File: src/rtl/eth_rx_filter.sv
// Ethernet RX destination/EtherType filter on a 512-bit Avalon-ST stream.
// Packets whose DA and EtherType match are forwarded through a one-deep
// output register. All other packets are discarded. Framing errors are
// counted: a non-SOP beat outside a packet, or an SOP beat inside a packet.
module eth_rx_filter #(
  parameter logic [47:0] MAC_ADDR     = 48'h02_00_00_00_00_01,
  parameter bit          ACCEPT_BCAST = 1'b1,
  parameter logic [15:0] ETYPE        = 16'h0800,
  parameter bit          ETYPE_CHECK  = 1'b1
) (
  input  logic         fifo_clk,
  input  logic         fifo_rst,
  // sink from the MAC RX FIFO
  input  logic [511:0] in_data,
  input  logic         in_valid,
  input  logic         in_sop,
  input  logic         in_eop,
  input  logic [5:0]   in_empty,
  output logic         in_ready,
  // source to the packet processor
  output logic [511:0] out_data,
  output logic         out_valid,
  output logic         out_sop,
  output logic         out_eop,
  output logic [5:0]   out_empty,
  input  logic         out_ready,
  // statistics
  output logic [31:0]  fwd_cnt,
  output logic [31:0]  drop_cnt,
  output logic [31:0]  err_cnt
);

  typedef enum logic [1:0] {
    ST_IDLE = 2'd0,
    ST_FWD  = 2'd1,
    ST_DROP = 2'd2
  } state_t;

  state_t       state_q;
  logic [511:0] out_data_q;
  logic         out_valid_q;
  logic         out_sop_q;
  logic         out_eop_q;
  logic [5:0]   out_empty_q;
  logic [31:0]  fwd_cnt_q;
  logic [31:0]  drop_cnt_q;
  logic [31:0]  err_cnt_q;

  logic [47:0]  dst_mac;
  logic [15:0]  eth_type;
  logic         sop_match;
  logic         xfer;
  logic         fwd_beat;
  logic         drop_pkt;
  logic         err_beat;

  // The output register can take a new beat when empty or being drained.
  assign in_ready = ~out_valid_q | out_ready;
  assign xfer     = in_valid & in_ready;

  // Header fields: byte 0 sits in the top byte lane.
  assign dst_mac  = in_data[511:464];
  assign eth_type = in_data[415:400];

  // Per-beat classification; the match only matters on SOP beats.
  always_comb begin
    sop_match = ((dst_mac == MAC_ADDR) || (ACCEPT_BCAST && (dst_mac == '1)))
                && (!ETYPE_CHECK || (eth_type == ETYPE));
    // An SOP always restarts classification, even inside a packet.
    fwd_beat  = xfer && (in_sop ? sop_match : (state_q == ST_FWD));
    drop_pkt  = xfer && in_sop && !sop_match;
    err_beat  = xfer && (in_sop ? (state_q != ST_IDLE) : (state_q == ST_IDLE));
  end

  // Packet FSM, output register and statistics counters.
  always_ff @(posedge fifo_clk) begin
    if (fifo_rst) begin
      state_q     <= ST_IDLE;
      out_data_q  <= '0;
      out_valid_q <= 1'b0;
      out_sop_q   <= 1'b0;
      out_eop_q   <= 1'b0;
      out_empty_q <= '0;
      fwd_cnt_q   <= '0;
      drop_cnt_q  <= '0;
      err_cnt_q   <= '0;
    end else begin
      // Output register: load a forwarded beat, or empty once drained.
      if (fwd_beat) begin
        out_data_q  <= in_data;
        out_valid_q <= 1'b1;
        out_sop_q   <= in_sop;
        out_eop_q   <= in_eop;
        out_empty_q <= in_empty;
      end else if (out_ready) begin
        out_valid_q <= 1'b0;
      end

      if (fwd_beat && in_eop) fwd_cnt_q  <= fwd_cnt_q + 32'd1;
      if (drop_pkt)           drop_cnt_q <= drop_cnt_q + 32'd1;
      if (err_beat)           err_cnt_q  <= err_cnt_q + 32'd1;

      if (xfer) begin
        if (in_sop) begin
          if (in_eop)         state_q <= ST_IDLE;
          else if (sop_match) state_q <= ST_FWD;
          else                state_q <= ST_DROP;
        end else begin
          case (state_q)
            ST_FWD:  if (in_eop) state_q <= ST_IDLE;
            ST_DROP: if (in_eop) state_q <= ST_IDLE;
            default: state_q <= ST_IDLE;
          endcase
        end
      end
    end
  end

  assign out_data  = out_data_q;
  assign out_valid = out_valid_q;
  assign out_sop   = out_sop_q;
  assign out_eop   = out_eop_q;
  assign out_empty = out_empty_q;
  assign fwd_cnt   = fwd_cnt_q;
  assign drop_cnt  = drop_cnt_q;
  assign err_cnt   = err_cnt_q;

endmodule

File: config.mk
export PLATFORM = sky130hd
export DESIGN_NAME = eth_rx_filter
export DESIGN_NICKNAME = d
export VERILOG_FILES = /design/src/rtl/eth_rx_filter.sv
export SDC_FILE = /design/constraint.sdc
export NUM_CORES = 1
export LEC_CHECK = 0
export CAP_MARGIN = 0
export CORE_AREA = 8 8 436 438
export DETAILED_ROUTE_END_ITERATION = 12
export DIE_AREA = 0 0 444 446
export PLACE_DENSITY = 0.31
export SETUP_SLACK_MARGIN = 0.5
export SLEW_MARGIN = 10
export SYNTH_ARGS = -nofsm -noshare
export SYNTH_HDL_FRONTEND = slang
export SYNTH_SLANG_ARGS = --single-unit
export TNS_END_PERCENT = 10
File: constraint.sdc
create_clock -name fifo_clk -period 2.5 [get_ports fifo_clk]
set_clock_uncertainty 0.05 [all_clocks]
set_input_delay 0.25 -clock fifo_clk [delete_from_list [all_inputs] [get_ports fifo_clk]]
set_output_delay 0.25 -clock fifo_clk [all_outputs]
set_load 0.005 [all_outputs]
; Word-level counts from Yosys, hierarchy flattened
; Index checks and enable logic that the tools add are counted.
; W data, S select, Z words.
[word_totals]
register_bits = 619
out_inout_bits = 618
wordCells = 43
[classes]
addsub = 3
n_eq_ne = 6
n_mux = 9
n_bitwise = 3
n_reduce_logical = 13
[op_table]
columns = cell, count
row1 = $add A32 B1 Y32 const B, 3
row2 = $eq A48 B42 Y1 const B, 1
row3 = $eq A48 B48 Y1 const B, 1
row4 = $eq A16 B12 Y1 const B, 1
row5 = $mux W2, 5
row6 = $logic_and A1 B1 Y1, 6
row7 = $mux W1, 4
row8 = $reduce_bool A2 Y1, 2
row9 = $ne A3 B1 Y1 const B, 1
row10 = $eq A2 B1 Y1 const B, 1
row11 = $eq A2 B2 Y1 const B, 1
row12 = $logic_not A2 Y1, 1
row13 = $reduce_and A2 Y1, 1
row14 = $reduce_or A2 Y1, 1
row15 = $and A1 B1 Y1, 1
row16 = $logic_not A1 Y1, 1
row17 = $logic_or A1 B1 Y1, 1
row18 = $not A1 Y1, 1
row19 = $or A1 B1 Y1, 1

; Depth between registers and ports, before layout
[logic_depth]
depth_word = 6
mapped_depth = 10
ltp_nobuf = 8

; Worst setup path before layout
; No wires, ideal clock.
[synth_timing]
path_type = reg-to-reg
startpoint = register drop_cnt_q[2] (netlist: drop_cnt[2])
endpoint = register drop_cnt_q[26] (netlist: drop_cnt[26])
setup_ps = 123
arrival_time_ps = 2024
t_required_ps = 2327
slack_ps = 303
stages_incl_launch_ff = 8
n_path_buf = 1
period_less_slack_ps = 2197
cell_sequence = dfxtp_1 -> and4_1 -> and3_1 -> nand3_1 -> or3_1 -> clkbuf_1 -> nor4b_1 -> mux2_1
[synth_via]
elab_chain_len = 1
[synth_rtl]
columns = item, line
row1 = start: declaration, 46  ; logic [31:0] drop_cnt_q;
row2 = start signal: assignment, 100  ; if (drop_pkt) drop_cnt_q <= drop_cnt_q + 32'd1;
row3 = $add A32 B1 Y32, 100
; Every way passes these cells.
; A chain may end at the register's enable or synchronous reset.

; Worst setup path after layout
[layout_timing]
startpoint = input port in_data[511]
endpoint = register out_data_q[418] (netlist: out_data[418])
[layout_via]
elab_chain_len = 5
elab_cells_between_ends = 6
classes_between = eq/ne: 2 / mux: 1 / reduce/logical: 3
[layout_rtl]
columns = item, line
row1 = start: declaration, 14  ; input logic [511:0] in_data,
row2 = $eq A48 B42 Y1 / $eq A48 B48 Y1 (equally long branches), 67  ; sop_match = ((dst_mac == MAC_ADDR) || (ACCEPT_BCAST && (dst_mac == '1)))
row3 = $logic_or A1 B1 Y1 (*), 67
row4 = $logic_and A1 B1 Y1 (*), 68  ; && (!ETYPE_CHECK || (eth_type == ETYPE));
row5 = $mux W1 (*), 70  ; fwd_beat = xfer && (in_sop ? sop_match : (state_q == ST_FWD));
row6 = $logic_and A1 B1 Y1 (*), 70
row7 = end signal: assignment, 90  ; out_data_q <= in_data;
row8 = end: declaration, 40  ; logic [511:0] out_data_q;
; Mark *: on every way between the ends. The rest lies on a longest branch, timed or not.

==> key figures <==
Status
  • Outcome: finished clean

Synthesis
  • Async set-reset flop share out of synthesis: 0
  • Seq cells post-synth: between 600 and 700
  • Most instantiated library cell after synthesis: dfxtp_1
  • Avg Cell Area, Syn: roughly 8 um^2
  • Synth cell count leaders: 619 x dfxtp_1, 561 x a21oi_1, 557 x nand3_1
  • Sequential fraction of the synthesis area: 0.498
  • Net count after synthesis: 3,551
  • Synth Warn #: 0
  • Top cell type's share of synthesized area: 0.498
  • Top FF cell, synth: dfxtp_1
  • Yosys top cell by area: dfxtp_1
  • Cell variety after synth: 48
  • Top post-synthesis cells by area: dfxtp_1 50%, a21oi_1 11%, nand3_1 11%
  • Synthesized instance count: a little over 3,000
  • Number of synthesized flops with an enable pin: 0
  • Syn Std Cell Area: around 25,000 um^2

Timing
  • FMAX: about 440 MHz
  • Final Hold Viols: 0
  • Final worst setup slack: 0.205 ns
  • Final Critical Period: 2.30 ns
  • RSZ-0062 raised after global routing: yes
  • Min Hold Slack: around 0.068 ns
  • Relative slew slack: 0.588
  • Slew Viols, Final: 0
  • Post-route clock period utilization: 0.918
  • # setup viols final: 0
  • Fin Setup TNS: 0 ns
  • Slew @ Worst Pin: approximately 0.6 ns

Floorplanning
  • Initial core utilization: 0.135
  • Die area: a little under 200,000 um^2
  • Io pins: around 1,100
  • Core area: around 180,000 um^2
  • Die height: 446 um
  • Rows: between 150 and 200
  • Die width: 444 um

Critical path
  • Startpoint types: primary input
  • Critical Path Fanout Max: 6
  • Setup crit end kind: flop
  • Req. time, crit path: 3.03 ns
  • Critical path data arrival time: ~2.8 ns
  • WS Path Type: primary input to flop

Clock tree
  • Max Root-Sink Buffers: 3
  • Number of H-tree levels: 3
  • Clk sinks: about 620
  • CTS clk-pin slew, worst paths: ~0.060 ns
  • Later-pin clock latency in the skew report: 0.71 ns
  • Clk root buf: clkbuf_16
  • CTS tree: done
  • CTS Buf Count: 89

Global routing
  • First-pass GRT wire length: around 260,000 um
  • Initial antenna violation count: 48
  • Pin count of the biggest net entering global routing: slightly below 80
  • Gr ovfl total: 0
  • Total GRT Usage: 0.178
  • Vias in the first global route: 30,600

Route
  • Met1 wire length: approximately 74,000 um
  • Routed wl met2: roughly 96,000 um
  • Metal3 WL: around 12,000 um
  • Wire per inst: around 26 um
  • Via count: 30,400
  • DRT Wirelength: ~190,000 um
  • Initial DRC count: 1,600
  • Vias per inst: between 4 and 5
  • Routed Antenna Nets: 0
  • Top Layer Used: met5
  • Residual DRC: 0
  • DRT Pass-1 Iters: 5

Cells and area
  • Share of layout cells above drive strength 1: 0.184
  • Post-layout util: 0.285
  • Layout Cell Area excl Fill: ~52,000 um^2
  • Non-filler cells, final: 7,183
  • Area Growth Syn to Fin: 111%
  • Nets: between 5,000 and 6,000

Power and ir drop
  • Tot Pwr: 25.1 mW
  • Clk pwr share: 0.535
  • Sw Share: 0.242
  • Pint: approximately 19 mW
  • Combinational power share: 0.072
  • Leak: ~18 nW
  • Max VDD drop: between 0.4 and 0.5 mV
  • Pwr dens: between 400 and 500 nW/um^2
  • Sequential share of power: 0.393
  • Net Switching: 6.09 mW

Place
  • GPL Wtd Cong: 0.812
  • PortBufs: 1,141
  • Placed cell count: ~6,500
  • Setup WS pre-CTS: -1.33 ns
  • Dpl hpwl: 131,000 um
  • Placed Area: 40,900 um^2

Flow run
  • Maximum Capacitance Violations: 0

Worst hold path
  • Worst min path class: primary input to flop
cells by family after synthesis:
kind of cell / Yosys count / share of synthesized area
multiplexers: 52 / 0.0235
XOR/XNOR: 25 / 0.00956
flip-flops: 619 / 0.498
AO/OA/AOI/OAI: 1117 / 0.227
buffers and inverters: 330 / 0.0556
AND/OR/NAND/NOR: 874 / 0.183
adder cells (fa/ha/maj): 5 / 0.00252
worst max-delay path, cell delays in order:
cell and delay, ns:
clkdlybuf4s50_1 0.43, nand4_1 0.12, buf_6 0.15, nor4_4 0.04, buf_4 0.13, and3_4 0.17
o2111a_4 0.32, buf_12 0.15, buf_4 0.14, buf_12 0.13, buf_16 0.15, o21ai_0 0.51
a21oi_1 0.12
what timing repair did:
action,CTS,global route
hold buffers,317,5
pin swaps,160,46
buffers inserted,74,21
gates cloned,78,14
resized for setup,362,194
setup endpoints to repair,944,906
hold endpoints to repair,340,5
flip-flops by register name, indices dropped and copies added (netlist names):
name,count
err_cnt,32
state_q,2
out_data,512
fwd_cnt,32
out_sop,1
drop_cnt,32
out_eop,1
out_valid,1
out_empty,6
power groups by stage:
stage	sequential (mW)	clock, mW	combinational [mW]
2_1_floorplan	10.1	0	0.217
3_3_place_gp	10.1	0	1.37
3_5_place_dp	10.1	0	1.36
4_1_cts	9.87	14.0	1.83
5_1_grt	9.86	14.4	1.93
6_report	9.87	13.4	1.82
cell type report:
cell class / instances / area, um^2
Clock inverter: 23 / 397
Tap cell: 2400 / 3000
Antenna cell: 20 / 50.0
Multi-Input combinational cell: 2073 / 12300
Fill cell: 19700 / 131000
Timing Repair Buffer: 1905 / 21500
Clock buffer: 136 / 2640
Sequential cell: 619 / 12400
Inverter: 7 / 26.3
cell usage in the layout, fill, tap and decap left out, drive strengths merged, types with 20 or more instances in the layout:
| cell type | Yosys | final |
|---|---|---|
| buf | 113 | 407 |
| nor3 | 20 | 20 |
| nor2 | 88 | 88 |
| dlygate4sd3 | 0 | 322 |
| nand3 | 558 | 558 |
| nor2b | 50 | 50 |
| nand2 | 35 | 35 |
| clkdlybuf4s50 | 0 | 1093 |
| nand4 | 35 | 35 |
| o21ai | 534 | 534 |
| clkbuf | 210 | 154 |
| a21oi | 561 | 561 |
| dfxtp | 619 | 619 |
| bufbuf | 0 | 34 |
| mux2 | 51 | 51 |
| xor2 | 20 | 20 |
| diode | 0 | 20 |
path summary, 6_finish.rpt:
path | to | cells past startpoint | slack, ns | startpoint
setup / recovery | out_data[418] | 13 | 0.20 | in_data[511]
hold / removal | out_data[492] | 4 | 0.07 | in_data[492]
setup reg to reg | out_data[418] | 10 | 0.23 | out_valid
hold reg to reg | state_q[1] | 2 | 0.40 | state_q[1]
routing by layer:
metal | GRT usage | up-vias
li1 | - | 14300
met5 | 0 | -
met4 | 0.0593 | 6
met3 | 0.0466 | 232
met2 | 0.318 | 931
met1 | 0.207 | 14900
Power figures use the tool's default switching activity.
==> variant, RTL diff (same flow settings) <==
The parameter `ACCEPT_BCAST` goes from 1'b1 to 1'b0.
--- a/src/rtl/eth_rx_filter.sv
+++ b/src/rtl/eth_rx_filter.sv
@@ -5,5 +5,5 @@
 module eth_rx_filter #(
   parameter logic [47:0] MAC_ADDR     = 48'h02_00_00_00_00_01,
-  parameter bit          ACCEPT_BCAST = 1'b1,
+  parameter bit          ACCEPT_BCAST = 1'b0,
   parameter logic [15:0] ETYPE        = 16'h0800,
   parameter bit          ETYPE_CHECK  = 1'b1
Formal check against the unedited RTL: not equivalent (Yosys sat finds a counterexample within 4 cycles, from zero or initial values and one cycle with fifo_rst high).
==> variant against the unedited design <==
Area after synthesis down 8.7%. Core utilization is 1.3 points lower. Sequential cell count is the same. Design area fell by 4.4%. Synthesized cell count is 5.1% lower. Setup slack improved by 0.017 ns. Routed wire length decreased by 9.8%. Largest cell class unchanged.
Power is not compared: it rests on default switching activity, and its combinational part moved more than twofold at a synthesized area within 25%.
==> variant: results (changes against the unedited design) <==
INFO  metric fillerInstances = 19820 (was 19710)
INFO  metric grt_first_pass_wirelength = 226.0 mm (was 255.7 mm)
INFO  metric crit_path_max_incr_delay = 0.59 ns (was 0.51 ns)
INFO  metric route.met2.wl = 82.68 mm (was 96.02 mm)
INFO  metric place_inst = 6429 (was 6495)
INFO  metric drt-met1-wl = 68.69 mm (was 74.46 mm)
INFO  metric layout.nets = 5216 (was 5224)
INFO  metric critical_path.reg2reg.startpoint = drop_cnt[7] (was out_valid)
INFO  metric synthCells = 2868 (was 3022)
INFO  metric wl_per_cell = 23.72 um (was 26.26 um)
INFO  metric startpoint_of_the_tightest_hold_check_path = in_data[301] (was in_data[492])
INFO  metric synth_fp_nets = 3397 (was 3551)
INFO  metric number_of_global_route_vias_before_repair = 27840 (was 30620)
INFO  metric yosysSeqAreaShare = 54.56% (was 49.83%)
INFO  metric synth-xor-area-share = 2.005% (was 0.9559%)
INFO  metric status = complete, no violations (unchanged)
INFO  metric met3_wirelength = 11.94 mm (was 11.95 mm)
INFO  metric hold_path_depth = 3 (was 4)
INFO  metric global_route.usage.met1 = 18.13% (was 20.65%)
INFO  metric holdWs = 0.08673 ns (was 0.06819 ns)
INFO  metric synth-compound-area-share = 13.92% (was 22.72%)
INFO  metric rr_worst_depth = 6 (was 10)
INFO  metric post_route_cells_drive_above_1_share = 16.77% (was 18.43%)
INFO  metric drt_first_iter_violations = 1267 (was 1600)
INFO  metric critPathLaunch = in_data[468] (was in_data[511])
INFO  metric synthMuxAreaShare = 0.7272% (was 2.349%)
INFO  metric synth-adder-area-share = 0.2755% (was 0.2515%)
INFO  metric crit-reg2reg-capture = drop_cnt[25] (was out_data[418])
INFO  metric post_cts_resize_count = 343 (was 362)
INFO  metric num_cts_buffers = 90 (was 89)
## variant: cell types whose count changed after synthesis, sizes merged, moves of 10 or more
cell    unedited run  this run
buf              113        61
nand2             35      1076
mux2              51        12
nor2b             50        12
o21ai            534        20
clkbuf           210       140
nor4              19        29
xnor2              5        34
nand3            558        37
## variant: metrics by stage
stage	setup slack (ns)	power (uW)	utilization [%]	area, um2
detailed placement	-1.265	13390	21.05	38660
global placement	-1.255	13400	21.05	38660
finish	0.2223	27360	27.25	50050
floorplan	0.2420	11190	-	22830
global route	0.1760	28560	27.25	50040
CTS	0.07139	27810	26.12	47970
## variant: layout make-up
type	count	share of cell area, %
inverters	15	0.1125
flip-flops and latches	619	24.81
repair buffers	1927	41.63
multi-input cells	2034	21.50
clock inverters	20	0.5425
diodes	21	0.1050
well taps	2400	6.000
clock buffers	138	5.305
